`src/rtl/seq_match_ctrl.sv`:
```
// seq_match_ctrl: armed overlapping serial-pattern matcher with saturating hit counter and target stop
module seq_match_ctrl #(
   parameter int               PAT_W   = 4,
   parameter int               CNT_W   = 8,
   parameter logic [PAT_W-1:0] RST_PAT = 4'b0110
) (
   input  logic             clk,
   input  logic             rst,
   input  logic             cfg_we,
   input  logic [PAT_W-1:0] cfg_pattern,
   input  logic [PAT_W-1:0] cfg_mask,
   input  logic [CNT_W-1:0] cfg_target,
   input  logic             start,
   input  logic             abort,
   input  logic             bit_valid,
   input  logic             bit_in,
   output logic             match,
   output logic [CNT_W-1:0] match_count,
   output logic             busy,
   output logic             done,
   output logic             sat
);
   localparam int FW = $clog2(PAT_W + 1);
   typedef enum logic [1:0] {IDLE, ARMED, DONE} state_t;
   state_t state, state_n;
   logic [PAT_W-1:0] pattern, pattern_n, mask, mask_n, history, history_n, nh;
   logic [CNT_W-1:0] target, target_n, count_n, cnt_inc;
   logic [FW-1:0] fill, fill_n;
   logic match_n, sat_n, full, hit;
   assign nh      = {history[PAT_W-2:0], bit_in};
   assign full    = fill >= FW'(PAT_W - 1);
   assign hit     = state == ARMED && bit_valid && !abort && full && ((nh ^ pattern) & mask) == '0;
   assign cnt_inc = (match_count == '1) ? match_count : match_count + 1'b1;
   assign busy    = state == ARMED;
   assign done    = state == DONE;
   always_ff @(posedge clk or posedge rst) begin
      if (rst) begin
         state       <= IDLE;
         pattern     <= RST_PAT;
         mask        <= '1;
         target      <= '0;
         history     <= '0;
         fill        <= '0;
         match       <= 1'b0;
         match_count <= '0;
         sat         <= 1'b0;
      end else begin
         state       <= state_n;
         pattern     <= pattern_n;
         mask        <= mask_n;
         target      <= target_n;
         history     <= history_n;
         fill        <= fill_n;
         match       <= match_n;
         match_count <= count_n;
         sat         <= sat_n;
      end
   end
   always_comb begin
      state_n   = state;
      pattern_n = pattern;
      mask_n    = mask;
      target_n  = target;
      history_n = history;
      fill_n    = fill;
      count_n   = match_count;
      sat_n     = sat;
      match_n   = 1'b0;
      if (abort) begin
         state_n = IDLE;
      end else begin
         if (state == IDLE && cfg_we) begin
            pattern_n = cfg_pattern;
            mask_n    = cfg_mask;
            target_n  = cfg_target;
         end
         if (state != ARMED && start) begin
            state_n   = ARMED;
            history_n = '0;
            fill_n    = '0;
            count_n   = '0;
            sat_n     = 1'b0;
         end
         if (state == ARMED && bit_valid) begin
            history_n = nh;
            fill_n    = full ? FW'(PAT_W) : fill + 1'b1;
         end
         if (hit) begin
            match_n = 1'b1;
            count_n = cnt_inc;
            sat_n   = sat | (cnt_inc == '1);
            if (target != '0 && cnt_inc == target) state_n = DONE;
         end
      end
   end
endmodule

```
`config.mk`:
```
export PLATFORM = sky130hd
export DESIGN_NAME = seq_match_ctrl
export DESIGN_NICKNAME = d
export VERILOG_FILES = /design/src/rtl/seq_match_ctrl.sv
export SDC_FILE = /design/constraint.sdc
export NUM_CORES = 1
export LEC_CHECK = 0
export ABC_AREA = 1
export CORE_AREA = 2 2 65 67
export CTS_BUF_LIST = sky130_fd_sc_hd__clkbuf_4
export DETAILED_ROUTE_END_ITERATION = 8
export DIE_AREA = 0 0 67 69
export PLACE_DENSITY = 0.72
export SLEW_MARGIN = 10
export SYNTH_ARGS = -nofsm -noshare
export SYNTH_HDL_FRONTEND = slang
export SYNTH_SLANG_ARGS = --single-unit
```
`constraint.sdc`:
```
create_clock -name clk -period 2.13 [get_ports clk]
set_input_delay 0.3195 -clock clk [delete_from_list [all_inputs] [get_ports clk]]
set_output_delay 0.3195 -clock clk [all_outputs]
set_load 0.01 [all_outputs]
```
Word level (Yosys, flattened, before mapping)
Index checks and enable logic that the tools add are counted.
Word-level totals
  bits in registers: 34
  input port bits: 23
Cells by class
  mux-type cells: 16
  $add $sub $neg: 2
  order comparisons: 1
  reductions and logical operators: 16
  bitwise operators: 4
  eq/ne operators: 6
Operator list (number)
  8-bit two-way mux: 3
  8-bit equality test, second input constant: 2
  3-bit two-way mux: 5
  8-bit by 1-bit adder with 8-bit output, second input constant: 1
  8-bit equality test: 1
  2-bit two-way mux: 4
  8-bit nonzero test: 1
  1-bit logical AND: 7
  2-bit AND reduction: 3
  4-bit bitwise AND: 1
  4-bit logical NOT: 1
  1-bit two-way mux: 4
  2-bit nonzero test: 2
  4-bit XOR: 1
  3-bit by 1-bit adder with 3-bit output, second input constant: 1
  3-bit by 2-bit greater-or-equal comparator with 1-bit output, second input constant: 1
  2-bit by 1-bit equality test with 1-bit output, second input constant: 1
  2-bit equality test, second input constant: 1
  2-bit logical NOT: 1
  2-bit by 1-bit inequality test with 1-bit output, second input constant: 1
  1-bit logical NOT: 1
  1-bit NOT: 1
  1-bit bitwise OR: 1

Depth between registers and ports, before layout
Gate-level depths: netlist (run 1).
  depth after elaboration: 7
  gate-level depth with buffers: 13
  gate-level depth less buffers: 12

Worst setup path before layout (run 1)
No wires, ideal clock.
  path kind: flip-flop to flip-flop
  start point: register match_count[0]
  end point: register state[1]
  data arrival time: 1.628 ns
  path buffers: 1
  clock period less this slack: 1.701 ns
  setup slack: 0.429 ns
  cell stages (with the launch flop): 14
  data required time: 2.057 ns
  path through: dfrtp_1 -> ha_1 -> nand2_2 -> nor2_4 -> nand2_2 -> buf_6 -> nand2_1 -> nand2_1 -> nand2_1 -> nor2_1 -> nand3_1 -> nor2_2 -> nand2_1 -> a21oi_2
Between the ends
  cells in the longest elaborated chain, start to end: 7
Ends and longest elaborated chain
  start: declaration: line 18  | output logic [CNT_W-1:0] match_count,
  start signal: assignment: line 55  | match_count <= count_n;
  8-bit by 1-bit adder with 8-bit output / 8-bit equality test (equally long branches): line 33  | assign cnt_inc = (match_count == '1) ? match_count : match_count + 1'b1;
  8-bit two-way mux *: line 33
  8-bit equality test *: line 92  | if (target != '0 && cnt_inc == target) state_n = DONE;
  1-bit logical AND *: line 92
  2-bit two-way mux *: line 92
  2-bit two-way mux *: line 88  | if (hit) begin
  2-bit two-way mux *: line 69  | if (abort) begin
  net state_n[1]: line 25  | state_t state, state_n;
  end signal: assignment: line 48  | state <= state_n;
  end: declaration: line 25
The timed path passes the listed nets; every way through them passes the cells marked *.
A chain may end at the register's enable or synchronous reset.

Worst setup path in the final report (run 1)
  start point: register match_count[0]
  end point: register sat
Between the ends
  cells in the longest elaborated chain, start to end: 5
Ends and longest elaborated chain
  8-bit by 1-bit adder with 8-bit output / 8-bit equality test (equally long branches): line 33
  8-bit two-way mux *: line 33
  8-bit equality test *: line 91  | sat_n = sat | (cnt_inc == '1);
  1-bit bitwise OR *: line 91
  1-bit two-way mux *: line 88
  end signal: assignment: line 56  | sat <= sat_n;
  end: declaration: line 21  | output logic sat
Every way passes the cells marked *; elsewhere a longest branch is shown, timed or not.

==> results of run 1 <==
cell usage in the layout, fill, tap and decap left out, types with 3 or more instances in the layout:
master,count
a21oi_1,12
buf_4,3
clkbuf_4,6
clkdlybuf4s50_1,34
dfrtp_1,28
dfstp_2,6
ha_1,3
inv_1,33
inv_2,3
mux2_2,6
nand2_1,52
nand2_2,6
nand3_1,21
nand4_1,4
nor2_1,29
nor2_2,4
o21ai_0,9
o22ai_1,6
xor2_1,3
Yosys cell counts, drive strengths merged:
cell | count | area [sq um]
inv | 36 | 135.1
dfstp | 6 | 157.7
nand2 | 58 | 232.7
buf | 1 | 11.26
or2 | 1 | 6.260
nor3 | 2 | 10.01
xor2 | 3 | 26.28
nand3 | 23 | 125.1
xnor2 | 1 | 8.760
o21ai | 10 | 50.04
nor2 | 35 | 156.4
nand4 | 4 | 25.02
dfrtp | 28 | 700.7
mux2 | 6 | 67.56
a22oi | 1 | 7.510
clkbuf | 2 | 7.510
a21oi | 13 | 68.82
clkinv | 1 | 5.000
ha | 3 | 37.54
o22ai | 6 | 37.54
registers in the layout, summed over array words and instances, names as in the netlist:
signal	flops
match_count	8
target	8
mask	4
pattern	4
fill	3
history	3
state	2
match	1
sat	1
layer usage:
layer,vias up,part of all wire,track usage
met5,-,0,0
met4,0,0.016,0.07256
met3,5,0.033,0.02447
met2,31,0.44,0.2662
met1,719,0.51,0.2725
li1,853,-,-
area by class of cell:
| cell class | instances | share of cell area |
|---|---|---|
| multi-input combinational | 166 | 0.3678 |
| sequential | 34 | 0.3672 |
| timing repair buffer | 37 | 0.1552 |
| inverter | 37 | 0.05996 |
| tap | 50 | 0.02677 |
| clock buffer | 6 | 0.01927 |
| clock inverter | 2 | 0.003747 |
power by group:
group	internal, mW	leakage (nW)	switching, mW
clock	0.137	0.0331	0.214
sequential	0.748	0.418	0.0567
combinational	0.157	0.653	0.182
total	1.04	1.10	0.452
cells by family (layout without fill, tap and decap cells):
family | Yosys count | count (layout)
xor+xnor | 4 | 4
mux | 6 | 6
flops | 34 | 34
compound gates | 30 | 30
buf+inv | 40 | 82
simple gates | 123 | 123
fa+ha+maj | 3 | 3
stage by stage:
stage / hold WS, ps / power [mW] / std cells / instance area [sq um]
floorplan: 375.4 / 1.042 / 240 / 1877
global placement: 476.6 / 1.153 / 324 / 2283
detailed placement: 479.7 / 1.160 / 324 / 2283
CTS: 393.5 / 1.504 / 332 / 2337
global route: 408.4 / 1.597 / 332 / 2337
finish: 372.0 / 1.493 / 332 / 2337
worst max-delay path, stage by stage (launching register included):
cell	delay, ps
dfrtp_1	440
ha_1	260
nand2_2	90
nor2_4	140
nand2_2	170
nand2_1	120
nand2_1	100
nor3_1	240
nand4_1	130
o21ai_1	140
final timing paths:
check                               startpoint    endpoint  slack (ps)  cells past startpoint
worst max-delay path            match_count[0]         sat         230                      9
worst min-delay path                       rst     fill[2]         370                      3
worst max register to register  match_count[0]         sat         230                      9
worst min register to register      pattern[1]  pattern[1]         500                      2
max in group asynchronous                  rst     mask[0]        1420                      3
min in group clk                    pattern[1]  pattern[1]         500                      2
==> reports/qor.csv, run 1 <==
stage;metric;value;unit
run_status;status;complete, no violations;
synth;netlist_area;0.001877;sq mm
synth;postSynthCellCount;240;
cts;holdBufCountCts;0;
routing;vias;1608;
cts;path_clk_slew;110;ps
grt;grt_pass1_wl;6637;um
cts;numCtsBuffers;5;
floorplan;die_h;69;um
layout;drive_above_1_share;0.1489;
floorplan;core;0.003914;sq mm
grt;grt-ovfl-total;0;
grt;first_global_vias;1494;
floorplan;io_pins;35;
layout;multiInputGateArea;859.6;sq um
timing;slew_headroom;0.7262;
layout;nets;307;
grt;grt_antenna_before_repair;0;
setup_path;critPathMaxFanout;11;
routing;wirelength;3746;um
job;cap_viol_max_count;0;
timing;max_freq;0.5270;GHz
floorplan;num_rows;23;
synth;synth_top_family_by_area;simple AND/OR/NAND/NOR gates;
synth;ys_seq_area_frac;0.4573;
synth;synth_mux_area_frac;0.03600;
timing;worst_slew_pin_slew;410.7;ps
routing;drt-initial-drc-count;103;
placed_design;pre_cts_ws;100.8;ps
placed_design;gp_congestion;0.9413;
layout;area_delta_synth_final;24.53;%
min_path;hold_class;in2async;
cts;insertion_delay;330;ps
layout;diodes;0;
synth;ys_types;27;
synth;synth-compound-area-share;0.08733;
power_and_ir_drop;cellPowerDensity;638.9;mW/mm^2
layout;final-seq-area;858.3;sq um
power_and_ir_drop;ir_worst_vdd;0.0004910;V
routing;drtPass1Iterations;4;
setup_path;required;2390;ps
layout;final_core_util;0.5972;
cts;cts_setup_buffers;0;
cts;cts_max_level;2;
timing;fin_worst_skew;13.56;ps
setup_path;start_kind;flip-flop;
power_and_ir_drop;leakage;1.104;nW
setup_path;worstSetupEndpointType;flip-flop;
synth;synthSimpleGateAreaFrac;0.2960;
cts;clock_path_buffers;2;
grt;groute.usage.overall;0.1829;
routing;remaining_drc_errors;0;
synth;ys_ff_latch;34;
synth;synth_nets;266;
synth;synth-xor-area-share;0.01867;
floorplan;die_x;67;um
synth;synthAdderAreaFrac;0.02000;
grt;grt_start_max_net_pins;35;
timing;slew_viol_final;0;
cts;cts_num_sinks;34;
placed_design;portBuffers;34;
timing;setup_viol;0;
timing;period_needed;1897;ps
timing;fin_ws;232.6;ps
timing;rsz0062_at_grt;no;
routing;viasPerCell;4.843;
floorplan;dieArea;0.004623;sq mm
timing;fin_crit_sh;0.8908;
cts;cts-root-buf;clkbuf_4;
cts;cts_tree;done;
setup_path;cp.arrival;2160;ps
floorplan;floorplan.initialDensity;0.4795;
routing;routedWlPerCell;11.28;um
timing;tns;0;ps
synth;syn_area_per_cell;7.820;sq um
synth;yosys_warnings;0;
layout;n_fill_cell;387;
routing;detail-route-antenna-nets;0;
timing;hold_violations;0;
cts;post_cts_resized;0;
setup_path;crit_type;reg2reg;
placed_design;place_hpwl;2951;um
Power figures use the tool's default switching activity.
==> run 2: changes to the inputs <==
--- a/config.mk
+++ b/config.mk
@@ -6,12 +6,13 @@
 export NUM_CORES = 1
 export LEC_CHECK = 0
 export ABC_AREA = 1
-export CORE_AREA = 2 2 65 67
+export CAP_MARGIN = 5
+export CORE_AREA = 2 2 62 64
 export CTS_BUF_LIST = sky130_fd_sc_hd__clkbuf_4
 export DETAILED_ROUTE_END_ITERATION = 8
-export DIE_AREA = 0 0 67 69
-export PLACE_DENSITY = 0.72
-export SLEW_MARGIN = 10
+export DIE_AREA = 0 0 64 66
+export PLACE_DENSITY = 0.79
+export SLEW_MARGIN = 0
 export SYNTH_ARGS = -nofsm -noshare
 export SYNTH_HDL_FRONTEND = slang
 export SYNTH_SLANG_ARGS = --single-unit
==> reports/qor.csv, run 2 (synthesis results as in run 1) <==
stage;metric;value;unit
layout;final_common_cell;nand2_1;
power_and_ir_drop;ir_worst_vdd;0.0003956;V
cts;cts_max_level;2;
power_and_ir_drop;p_switching;453.9;uW
timing;rsz0062_at_grt;no;
cts;cts-root-buf;clkbuf_4;
routing;remaining_drc_errors;0;
floorplan;dieArea;0.004224;sq mm
floorplan;num_rows;22;
layout;stdcell_count;330;
grt;grt_pass1_wl;6796;um
timing;slew_viol_final;0;
routing;drt-initial-drc-count;99;
layout;n_fill_cell;298;
timing;period_needed;1948;ps
floorplan;floorplan.initialDensity;0.5285;
cts;clock_path_buffers;2;
routing;viasPerCell;5.118;
grt;grt-ovfl-total;0;
layout;area_delta_synth_final;25.73;%
timing;fin_worst_skew;7.704;ps
placed_design;dp.cells;322;
cts;cts_setup_buffers;0;
layout;final_cell_mix;nand2_1 (52), clkdlybuf4s50_1 (34), inv_1 (33);
floorplan;io_pins;35;
power_and_ir_drop;cellPowerDensity;684.8;mW/mm^2
layout;drive_above_1_share;0.1489;
power_and_ir_drop;power_frac_seq;0.499;
timing;worst_slew_pin_slew;404.6;ps
timing;slew_headroom;0.7303;
routing;drtPass1Iterations;4;
grt;first_global_vias;1591;
timing;holdWs;363.3;ps
setup_path;crit_type;reg2reg;
timing;max_freq;0.5133;GHz
setup_path;required;2400;ps
job;cap_viol_max_count;0;
setup_path;cp.arrival;2220;ps
timing;tns;0;ps
layout;diodes;0;
power_and_ir_drop;leakage;1.114;nW
grt;grt_start_max_net_pins;35;
min_path;hold_class;in2async;
routing;wirelength;3886;um
placed_design;portBuffers;34;
setup_path;critPathMaxFanout;11;
timing;fin_crit_sh;0.9146;
floorplan;die_x;64;um
routing;detail-route-antenna-nets;0;
cts;insertion_delay;330;ps
grt;grt_antenna_before_repair;0;
cts;numCtsBuffers;5;
cts;cts_tree;done;
layout;largest_registers;match_count (8), target (8);
cts;path_clk_slew;100;ps
setup_path;start_kind;flip-flop;
placed_design;gp_congestion;0.8902;
routing;vias;1689;
floorplan;core;0.003551;sq mm
setup_path;worstSetupEndpointType;flip-flop;
layout;nets;307;
timing;setup_viol;0;
power_and_ir_drop;clkPwrFrac;0.287;
placed_design;place_hpwl;3005;um
cts;holdBufCountCts;0;
power_and_ir_drop;power.internal;1.162;mW
floorplan;die_h;66;um
run_status;status;complete, no violations;
cts;cts_num_sinks;34;
routing;routedWlPerCell;11.78;um
timing;hold_violations;0;
power_and_ir_drop;p_comb_frac;0.214;
cts;post_cts_resized;0;
power_and_ir_drop;power.share.switching;0.2809;
grt;groute.usage.overall;0.2097;
==> run 2: cell count changes in the layout (fill, tap and decap cells not counted) <==
| cell | delta |
|---|---|
| bufinv_16 | +1 |
| clkinv_2 | -1 |
==> run 2: path summary, 6_finish.rpt <==
kind | startpoint | end | slack, ps | depth (start not counted)
max | match_count[0] | sat | 180 | 9
min | rst | match | 360 | 3
max reg2reg | match_count[0] | sat | 180 | 9
min reg2reg | pattern[1] | pattern[1] | 500 | 2
max in group asynchronous | rst | mask[3] | 1430 | 3
min in group clk | pattern[1] | pattern[1] | 500 | 2
==> run 2: area by class of cell <==
class	count	area (sq um)	area share
timing repair buffer	37	362.8	0.1538
multi-input combinational	166	859.6	0.3643
sequential	34	858.3	0.3637
inverter	37	140.1	0.05938
clock buffer	6	45.04	0.01909
tap	48	60.06	0.02545
clock inverter	2	33.78	0.01432
==> run 2: critical path, stage by stage (launching register included) <==
cell and delay (ps):
dfrtp_1 440, ha_1 280, nand2_2 90, nor2_4 150
nand2_2 180, nand2_1 120, nand2_1 100, nor3_1 250
nand4_1 140, o21ai_1 120
==> run 2: per-layer routing <==
metal,GRT usage,share of wire,wire [um]
met2,0.3346,0.45,1757
met4,0.1060,0.018,71
met3,0.03748,0.070,273
met5,0,0,0
met1,0.2739,0.46,1783
==> run 2: power by group through the flow <==
stage	Sequential, mW	Combinational (mW)	Clock (mW)
finish	0.806	0.346	0.464
global route	0.819	0.402	0.507
CTS	0.806	0.349	0.473
detailed placement	0.818	0.348	0
global placement	0.816	0.335	0
floorplan	0.803	0.239	0
==> run 2: stage by stage <==
step           utilization  power, mW  instance area, sq um  setup slack (ps)
4_1_cts             0.6646      1.628                  2360             215.9
6_report            0.6646      1.616                  2360             182.0
3_5_place_dp        0.6424      1.166                  2281             108.2
5_1_grt             0.6646      1.728                  2360             5.487
3_3_place_gp        0.6424      1.151                  2281             105.7
2_1_floorplan            -      1.042                  1877             429.4
